`config.mk`:
```
export PLATFORM = sky130hd
export DESIGN_NAME = lcd_responder
export DESIGN_NICKNAME = d
export VERILOG_FILES = /design/src/rtl/lcd_responder.sv
export SDC_FILE = /design/constraint.sdc
export NUM_CORES = 1
export LEC_CHECK = 0
export BUFFER_PORTS_ARGS = -buffer_cell sky130_fd_sc_hd__buf_2
export CAP_MARGIN = 20
export CELL_PAD_IN_SITES_DETAIL_PLACEMENT = 1
export CELL_PAD_IN_SITES_GLOBAL_PLACEMENT = 1
export CORE_ASPECT_RATIO = 0.6
export CORE_MARGIN = 2
export CORE_UTILIZATION = 44
export DETAILED_ROUTE_END_ITERATION = 10
export MAX_ROUTING_LAYER = met4
export PLACE_DENSITY = 0.74
export SLEW_MARGIN = 5
export SYNTH_ARGS = -nofsm -noshare
export SYNTH_HDL_FRONTEND = slang
export SYNTH_SLANG_ARGS = --single-unit
```
`constraint.sdc`:
```
create_clock -name clk -period 5.76 [get_ports clk]
set_input_delay 1.152 -clock clk [delete_from_list [all_inputs] [get_ports clk]]
set_output_delay 1.152 -clock clk [all_outputs]
set_load 0.1 [all_outputs]
```
`src/rtl/lcd_responder.sv`:
```
// lcd_responder: display-side HD44780-style 8-bit bus responder with a 2x16 DDRAM and scanner port.
// Define LCD_RESP_BUSY_EN to model per-command execution time on the busy flag.
module lcd_responder #(
    parameter int unsigned CMD_CYCLES   = 40,
    parameter int unsigned CLEAR_CYCLES = 1640
) (
    input  logic       clk,
    input  logic       rst_n,
    input  logic       lcd_rs,
    input  logic       lcd_rw,
    input  logic       lcd_en,
    input  logic [7:0] lcd_data_in,
    output logic [7:0] lcd_data_out,
    output logic       lcd_data_oe,
    input  logic [4:0] rd_addr,
    output logic [7:0] rd_char,
    output logic       disp_on,
    output logic       cursor_on,
    output logic       blink_on,
    output logic [4:0] cursor_pos,
    output logic [3:0] disp_shift,
    output logic       busy
);

`ifdef LCD_RESP_BUSY_EN
    localparam int unsigned MaxCycles = (CLEAR_CYCLES > CMD_CYCLES) ? CLEAR_CYCLES : CMD_CYCLES;
    localparam int unsigned CntW      = $clog2(MaxCycles + 1);
    typedef enum logic [1:0] {StClear, StIdle, StBusy} state_e;
    logic [CntW-1:0] cnt_q, cnt_d;
`else
    typedef enum logic [1:0] {StClear, StIdle} state_e;
`endif

    state_e      state_q, state_d;
    logic [10:0] sync1_q, sync2_q;
    logic        en_prev_q;
    logic [4:0]  clr_idx_q, clr_idx_d;
    logic [4:0]  ac_q, ac_d;
    logic [3:0]  shift_q, shift_d;
    logic        id_q, id_d, s_q, s_d;
    logic        d_q, d_d, c_q, c_d, b_q, b_d;
    logic [7:0]  dout_q, dout_d;
    logic [7:0]  ddram_q [32];

    logic        mem_we;
    logic [4:0]  mem_waddr;
    logic [7:0]  mem_wdata;
    logic        rs_s, rw_s, en_s, strobe;
    logic [7:0]  db_s;
    logic [3:0]  scan_col;

    assign {rs_s, rw_s, en_s, db_s} = sync2_q;
    assign strobe = en_prev_q & ~en_s;

    assign busy         = (state_q != StIdle);
    assign lcd_data_oe  = en_s & rw_s;
    assign lcd_data_out = dout_q;
    assign disp_on      = d_q;
    assign cursor_on    = c_q;
    assign blink_on     = b_q;
    assign cursor_pos   = ac_q;
    assign disp_shift   = shift_q;

    assign scan_col = rd_addr[3:0] + shift_q;
    assign rd_char  = ddram_q[{rd_addr[4], scan_col}];

    always_comb begin
        state_d   = state_q;
        clr_idx_d = clr_idx_q;
        ac_d      = ac_q;
        shift_d   = shift_q;
        id_d      = id_q;
        s_d       = s_q;
        d_d       = d_q;
        c_d       = c_q;
        b_d       = b_q;
        dout_d    = dout_q;
        mem_we    = 1'b0;
        mem_waddr = ac_q;
        mem_wdata = db_s;
`ifdef LCD_RESP_BUSY_EN
        cnt_d     = cnt_q;
`endif

        if (en_s && rw_s) begin
            dout_d = rs_s ? ddram_q[ac_q] : {busy, 1'b0, ac_q[4], 1'b0, ac_q[3:0]};
        end

        case (state_q)
            StClear: begin
                mem_we    = 1'b1;
                mem_waddr = clr_idx_q;
                mem_wdata = 8'h20;
                clr_idx_d = clr_idx_q + 5'd1;
                if (clr_idx_q == 5'd31) begin
`ifdef LCD_RESP_BUSY_EN
                    state_d = StBusy;
                    cnt_d   = CntW'(CLEAR_CYCLES - 1);
`else
                    state_d = StIdle;
`endif
                end
            end
`ifdef LCD_RESP_BUSY_EN
            StBusy: begin
                if (cnt_q == '0) begin
                    state_d = StIdle;
                end else begin
                    cnt_d = cnt_q - CntW'(1);
                end
            end
`endif
            default: ;
        endcase

        if (strobe) begin
            if (rw_s) begin
                // Data reads advance AC only when the controller is not busy.
                if (rs_s && !busy) begin
                    ac_d = ac_q + (id_q ? 5'd1 : 5'd31);
                end
            end else if (!busy) begin
`ifdef LCD_RESP_BUSY_EN
                state_d = StBusy;
                cnt_d   = CntW'(CMD_CYCLES - 1);
`endif
                if (rs_s) begin
                    mem_we = 1'b1;
                    ac_d   = ac_q + (id_q ? 5'd1 : 5'd31);
                    if (s_q) begin
                        shift_d = shift_q + (id_q ? 4'd1 : 4'd15);
                    end
                end else if (db_s[7]) begin
                    ac_d = {db_s[6], db_s[3:0]};
                end else if (db_s[6] || db_s[5]) begin
                    // CGRAM address and function set have no visible effect here.
                end else if (db_s[4]) begin
                    if (db_s[3]) begin
                        shift_d = shift_q + (db_s[2] ? 4'd1 : 4'd15);
                    end else begin
                        ac_d = ac_q + (db_s[2] ? 5'd1 : 5'd31);
                    end
                end else if (db_s[3]) begin
                    d_d = db_s[2];
                    c_d = db_s[1];
                    b_d = db_s[0];
                end else if (db_s[2]) begin
                    id_d = db_s[1];
                    s_d  = db_s[0];
                end else if (db_s[1]) begin
                    ac_d    = '0;
                    shift_d = '0;
`ifdef LCD_RESP_BUSY_EN
                    cnt_d   = CntW'(CLEAR_CYCLES - 1);
`endif
                end else if (db_s[0]) begin
                    state_d   = StClear;
                    clr_idx_d = '0;
                    ac_d      = '0;
                    shift_d   = '0;
                    id_d      = 1'b1;
                end
            end
        end
    end

    always_ff @(posedge clk or negedge rst_n) begin
        if (!rst_n) begin
            sync1_q   <= '0;
            sync2_q   <= '0;
            en_prev_q <= 1'b0;
            state_q   <= StClear;
            clr_idx_q <= '0;
            ac_q      <= '0;
            shift_q   <= '0;
            id_q      <= 1'b1;
            s_q       <= 1'b0;
            d_q       <= 1'b0;
            c_q       <= 1'b0;
            b_q       <= 1'b0;
            dout_q    <= '0;
`ifdef LCD_RESP_BUSY_EN
            cnt_q     <= '0;
`endif
        end else begin
            sync1_q   <= {lcd_rs, lcd_rw, lcd_en, lcd_data_in};
            sync2_q   <= sync1_q;
            en_prev_q <= en_s;
            state_q   <= state_d;
            clr_idx_q <= clr_idx_d;
            ac_q      <= ac_d;
            shift_q   <= shift_d;
            id_q      <= id_d;
            s_q       <= s_d;
            d_q       <= d_d;
            c_q       <= c_d;
            b_q       <= b_d;
            dout_q    <= dout_d;
`ifdef LCD_RESP_BUSY_EN
            cnt_q     <= cnt_d;
`endif
        end
    end

    // DDRAM contents are defined by the CLEAR sweep that follows every reset.
    always_ff @(posedge clk) begin
        if (mem_we) begin
            ddram_q[mem_waddr] <= mem_wdata;
        end
    end

endmodule

```
== After elaboration in Yosys (flattened, before gate mapping) ==
Memories as Yosys holds them, arrays and structs flattened.
Cells that the tools add are included.

* Register bits after elaboration: 52
* Memory bits (writable): 256
* Bits of input ports: 18
* Output and inout bits: 30
* Word-level logic and storage cells: 121
* Memories: 1

* $add $sub $neg: 6
* Equal/unequal tests: 14
* Multiplexer cells: 64
* Bitwise logic cells: 10
* Reduce and logical (&&, ||, !) cells: 13

{| class="wikitable"
|+ Memories
! name !! depth !! bits a word !! rd ports !! clocked after Yosys merged registers in !! write ports !! line !! source
|-
| ddram_q || 32 || 8 || 2 || 0 || 1 || 43 || <nowiki>logic [7:0] ddram_q [32];</nowiki>
|}

{| class="wikitable"
|+ Operators with widths
! operator !! count
|-
| $mux W5 || 27
|-
| $mux W4 || 12
|-
| $mux W2 || 13
|-
| $reduce_and A10 Y1 || 2
|-
| $mux W8 || 2
|-
| $add A4 B4 Y4 || 3
|-
| $ne A2 B1 Y1 const B || 6
|-
| $add A5 B5 Y5 || 2
|-
| $mux W1 || 10
|-
| $reduce_and A9 Y1 || 1
|-
| $not A1 Y1 || 8
|-
| $reduce_and A8 Y1 || 1
|-
| $reduce_and A7 Y1 || 1
|-
| $ne A3 B1 Y1 const B || 2
|-
| $reduce_bool A6 Y1 || 1
|-
| $add A5 B1 Y5 const B || 1
|-
| $eq A5 B5 Y1 const B || 1
|-
| $ne A5 B1 Y1 const B || 1
|-
| $ne A4 B1 Y1 const B || 1
|-
| $ne A4 B4 Y1 const B || 1
|-
| $reduce_bool A4 Y1 || 1
|-
| $ne A3 B2 Y1 const B || 1
|-
| $and A1 B1 Y1 || 2
|-
| $logic_and A1 B1 Y1 || 2
|-
| other kinds (5) || 5
|}

== Longest topological paths before layout ==
* Depth after elaboration: 14
* Depth in mapped cells: 11
* Depth with buffers taken out: 8

== Worst setup path after synthesis ==
No wires, ideal clock.

* Path type: reg2out
* Start: register shift_q[0] (netlist: disp_shift[0])
* End: output port rd_char[5]
* Arrival time: 3747 ps
* Required time: 4608 ps
* Slack: 861 ps
* Cell stages (with the launch flop): 10
* Buffers on the path: 2
* Cells stage by stage: dfrtp_1 ha_1 inv_1 fa_1 clkbuf_1 clkbuf_1 mux4_2 nor2_1 mux2i_1 and4_1

* Longest elaborated chain between the ends: 2

{| class="wikitable"
|+ RTL lines
! what !! line !! source
|-
| from (decl) || 39 || <nowiki>logic [3:0] shift_q, shift_d;</nowiki>
|-
| from (signal assigned) || 192 || <nowiki>shift_q <= shift_d;</nowiki>
|-
| $add A4 B4 Y4 || 64 || <nowiki>assign scan_col = rd_addr[3:0] + shift_q;</nowiki>
|-
| $mem_v2 Z32 W8 || -- ||
|-
| to (decl) || 16 || <nowiki>output logic [7:0] rd_char,</nowiki>
|}

No other way between the ends.

== Final worst setup path ==
* Start: input port rd_addr[0]
* End: output port rd_char[7]

* Longest elaborated chain between the ends: 2

{| class="wikitable"
|+ RTL lines
! what !! line !! source
|-
| from (decl) || 15 || <nowiki>input logic [4:0] rd_addr,</nowiki>
|-
| $add A4 B4 Y4 || 64 ||
|-
| $mem_v2 Z32 W8 || -- ||
|}

No other way between the ends.

==> flow_metrics.py <==
metrics = {
    "run_status": {
        "status": "completed",
    },
    "die": {
        "fp.dieArea_um2": 35400,
        "die_h_um": 147,
        "num_io_pins": 48,
        "die_x_um": 242,
        "core_um2": 33500,
        "initial_utilization": 0.445,
        "num_rows": 52,
    },
    "detailed_routing": {
        "route.detailed.drc": 0,
        "wl_um": 46300,
        "drt_iter0_drc": 1422,
        "via_count": 9532,
        "via_per_inst": 6.44,
        "final_antenna_net_count": 0,
        "wl_per_cell_um": 31.2,
        "dr.pass1.iters": 5,
    },
    "global_route": {
        "grt_pass1_vias": 9708,
        "antenna_found_initial": 1,
        "grt_max_degree": 53,
        "grt-ovfl-total": 0,
        "grt_pass1_wl_um": 68500,
        "grtUsageTotal": 0.272,
    },
    "timing": {
        "max_slew_margin": 0.211,
        "report.final.slew_viol_count": 0,
        "rsz0062_at_grt": "false",
        "period_share": 0.919,
        "skew_ps": 9.47,
        "tns_ps": 0,
        "post-route-min-period_ps": 5290,
        "fmax_mhz": 189,
        "hold_viol": 0,
        "worst_pin_slew_ps": 1180,
        "fin_ws_ps": 469,
        "setup_viol": 0,
    },
    "placement": {
        "placed_area_um2": 15700,
        "place_congestion": 0.869,
        "hpwl_um": 30900,
        "numPortBuffers": 47,
        "dp_slack_ps": 506,
    },
    "hold_path": {
        "hold_path.class": "reg2reg",
        "hold_depth": 0,
    },
    "worst_setup_path": {
        "r2r-start": "sync2_q[10]",
        "critPathArrivalTime_ps": 4140,
        "reg2reg_to": "ddram_q[25][4]",
        "path_max_fanout": 22,
        "end_kind": "primary output",
        "slowest_stage": "fa_4",
        "slowest_delay_ps": 1070,
        "crit_path_frequent_cell": "buf_2",
        "endpoint": "rd_char[7]",
        "r2r_setup_slack_ps": 2080,
        "path_depth": 10,
        "worstSetupPathType": "in2out",
        "worstSetupStartpoint": "rd_addr[0]",
        "crit_chain": "buf_2 > ha_4 > inv_1 > fa_4 > buf_4 > mux4_2 > nor2_1 > mux2i_1 > and4_1 > buf_2",
        "required_ps": 4610,
        "r2r_cells": 4,
        "worstSetupStartpointType": "input port",
        "cp.buffers_inverters": 4,
        "crit_family": "adder cells",
    },
    "final_layout": {
        "final_util": 0.502,
        "post-route-cell-area_um2": 16800,
        "register_area_um2": 8990,
        "diodes": 0,
        "fin_nets": 1036,
        "filler_cell_count": 3199,
        "multi_input_area_um2": 5630,
        "drive_above_1_share": 0.269,
        "syn_to_final_growth_pct": 12.8,
    },
    "cts": {
        "post-cts-setup-buffers": 0,
        "cts.sinks": 308,
        "clock_path_buffers": 3,
        "cts_max_level": 1,
        "cts_buffers": 30,
        "post_cts_resized": 0,
        "clk_pin_slew_ps": 60,
        "clock_latency_ps": 580,
        "hold_buffers": 0,
        "ctsRootBufferMaster": "clkbuf_16",
        "cts_tree": "done",
    },
    "synthesis": {
        "synth_fp_nets": 980,
        "postSynthAreaPerCell_um2": 15.8,
        "synth_top_area_cell": "edfxtp_1",
        "netlist_area_um2": 14900,
        "synth_edf_count": 256,
        "synthArstFlopShare": 0.169,
        "synth_seq_cells": 308,
        "synth_seq_area_share": 0.603,
        "synth_ff_type": "edfxtp_1",
        "synth_cell_types": 70,
        "yosys.cell_count.top_type": "edfxtp_1",
        "yosysTopAreaCellShare": 0.516,
        "synthTopCellsByCount": "edfxtp_1 (256), nor2_1 (119), mux4_2 (118)",
        "synth.area.top_cells": "edfxtp_1 (52%), mux4_2 (18%), dfrtp_1 (8.6%)",
        "postSynthCellCount": 942,
        "ys_warn_count": 0,
    },
    "power_and_ir_drop": {
        "power_density_nw_per_um2": 389,
        "p_leak_nw": 5.91,
        "irDropWorstVdd_mv": 0.315,
    },
    "job": {
        "drv_cap": 0,
    },
}
cell type report:
type                       instances  area share
clock buffer                      39      0.0493
clock inverter                    17     0.00915
multi-input combinational        561       0.335
inverter                          15     0.00335
timing repair buffer              82      0.0347
sequential                       308       0.535
tap                              459      0.0341
where the power goes:
part | leakage, nW | internal, mW | switching [mW] | total, mW
clock | 0.489 | 1.11 | 0.883 | 1.99
combinational | 2.49 | 0.636 | 1.32 | 1.96
sequential | 2.93 | 2.47 | 0.129 | 2.60
state kept, by name, indices dropped and copies added (netlist names):
| register | cells |
|---|---|
| clr_idx_q | 5 |
| sync2_q | 11 |
| s_q | 1 |
| cursor_on | 1 |
| cursor_pos | 5 |
| en_prev_q | 1 |
| sync1_q | 11 |
| state_q | 2 |
| blink_on | 1 |
| disp_shift | 4 |
| disp_on | 1 |
| id_q | 1 |
| lcd_data_out | 8 |
| ddram_q | 256 |
logic make-up after synthesis:
logic type,after synthesis,share of synthesized area
multiplexers,192,0.229
XOR/XNOR,17,0.00999
adder cells (fa/ha/maj),20,0.0193
AO/OA/AOI/OAI,93,0.0427
buffers and inverters,73,0.0215
AND/OR/NAND/NOR,239,0.0749
flip-flops,308,0.603
routing by layer:
layer | vias up | global-route usage | share of wire
li1 | 3841 | - | -
met1 | 5042 | 0.403 | 0.44
met2 | 567 | 0.384 | 0.44
met3 | 82 | 0.0607 | 0.10
met4 | 0 | 0.0599 | 0.022
met5 | - | - | 0
placed cells by master (no fill, tap or decap), types with 9 or more instances in the layout:
master	count
inv_1	13
nor3_1	11
nand2_1	43
a21oi_1	21
dfrtp_1	49
buf_2	47
ha_1	14
edfxtp_1	256
clkbuf_16	31
nand3_1	15
clkinv_2	9
a22oi_1	9
o21ai_0	12
xnor2_1	9
mux4_2	118
buf_4	25
mux2i_1	67
nor2_1	117
worst register-to-register path, delay by kind of cell (launching register included):
family / cells / cell delay (ps)
flip-flops: 1 / 950
AO/OA/AOI/OAI: 2 / 790
AND/OR/NAND/NOR: 2 / 1550
worst min path at each step:
stage / start / endpoint / slack, ps
floorplan: sync1_q[0] / sync2_q[0] / 330
global placement: sync1_q[7] / sync2_q[7] / 330
detailed placement: sync1_q[9] / sync2_q[9] / 340
CTS: sync1_q[0] / sync2_q[0] / 360
global route: sync1_q[2] / sync2_q[2] / 360
finish: sync1_q[0] / sync2_q[0] / 350
per-stage QoR:
step	hold WS, ps	std cells	power (mW)
global placement	334	1413	4.53
floorplan	331	942	3.98
finish	353	1481	6.55
detailed placement	337	1413	4.57
CTS	355	1469	6.55
global route	362	1481	6.75
No activity file was read; power rests on OpenSTA's default activity.
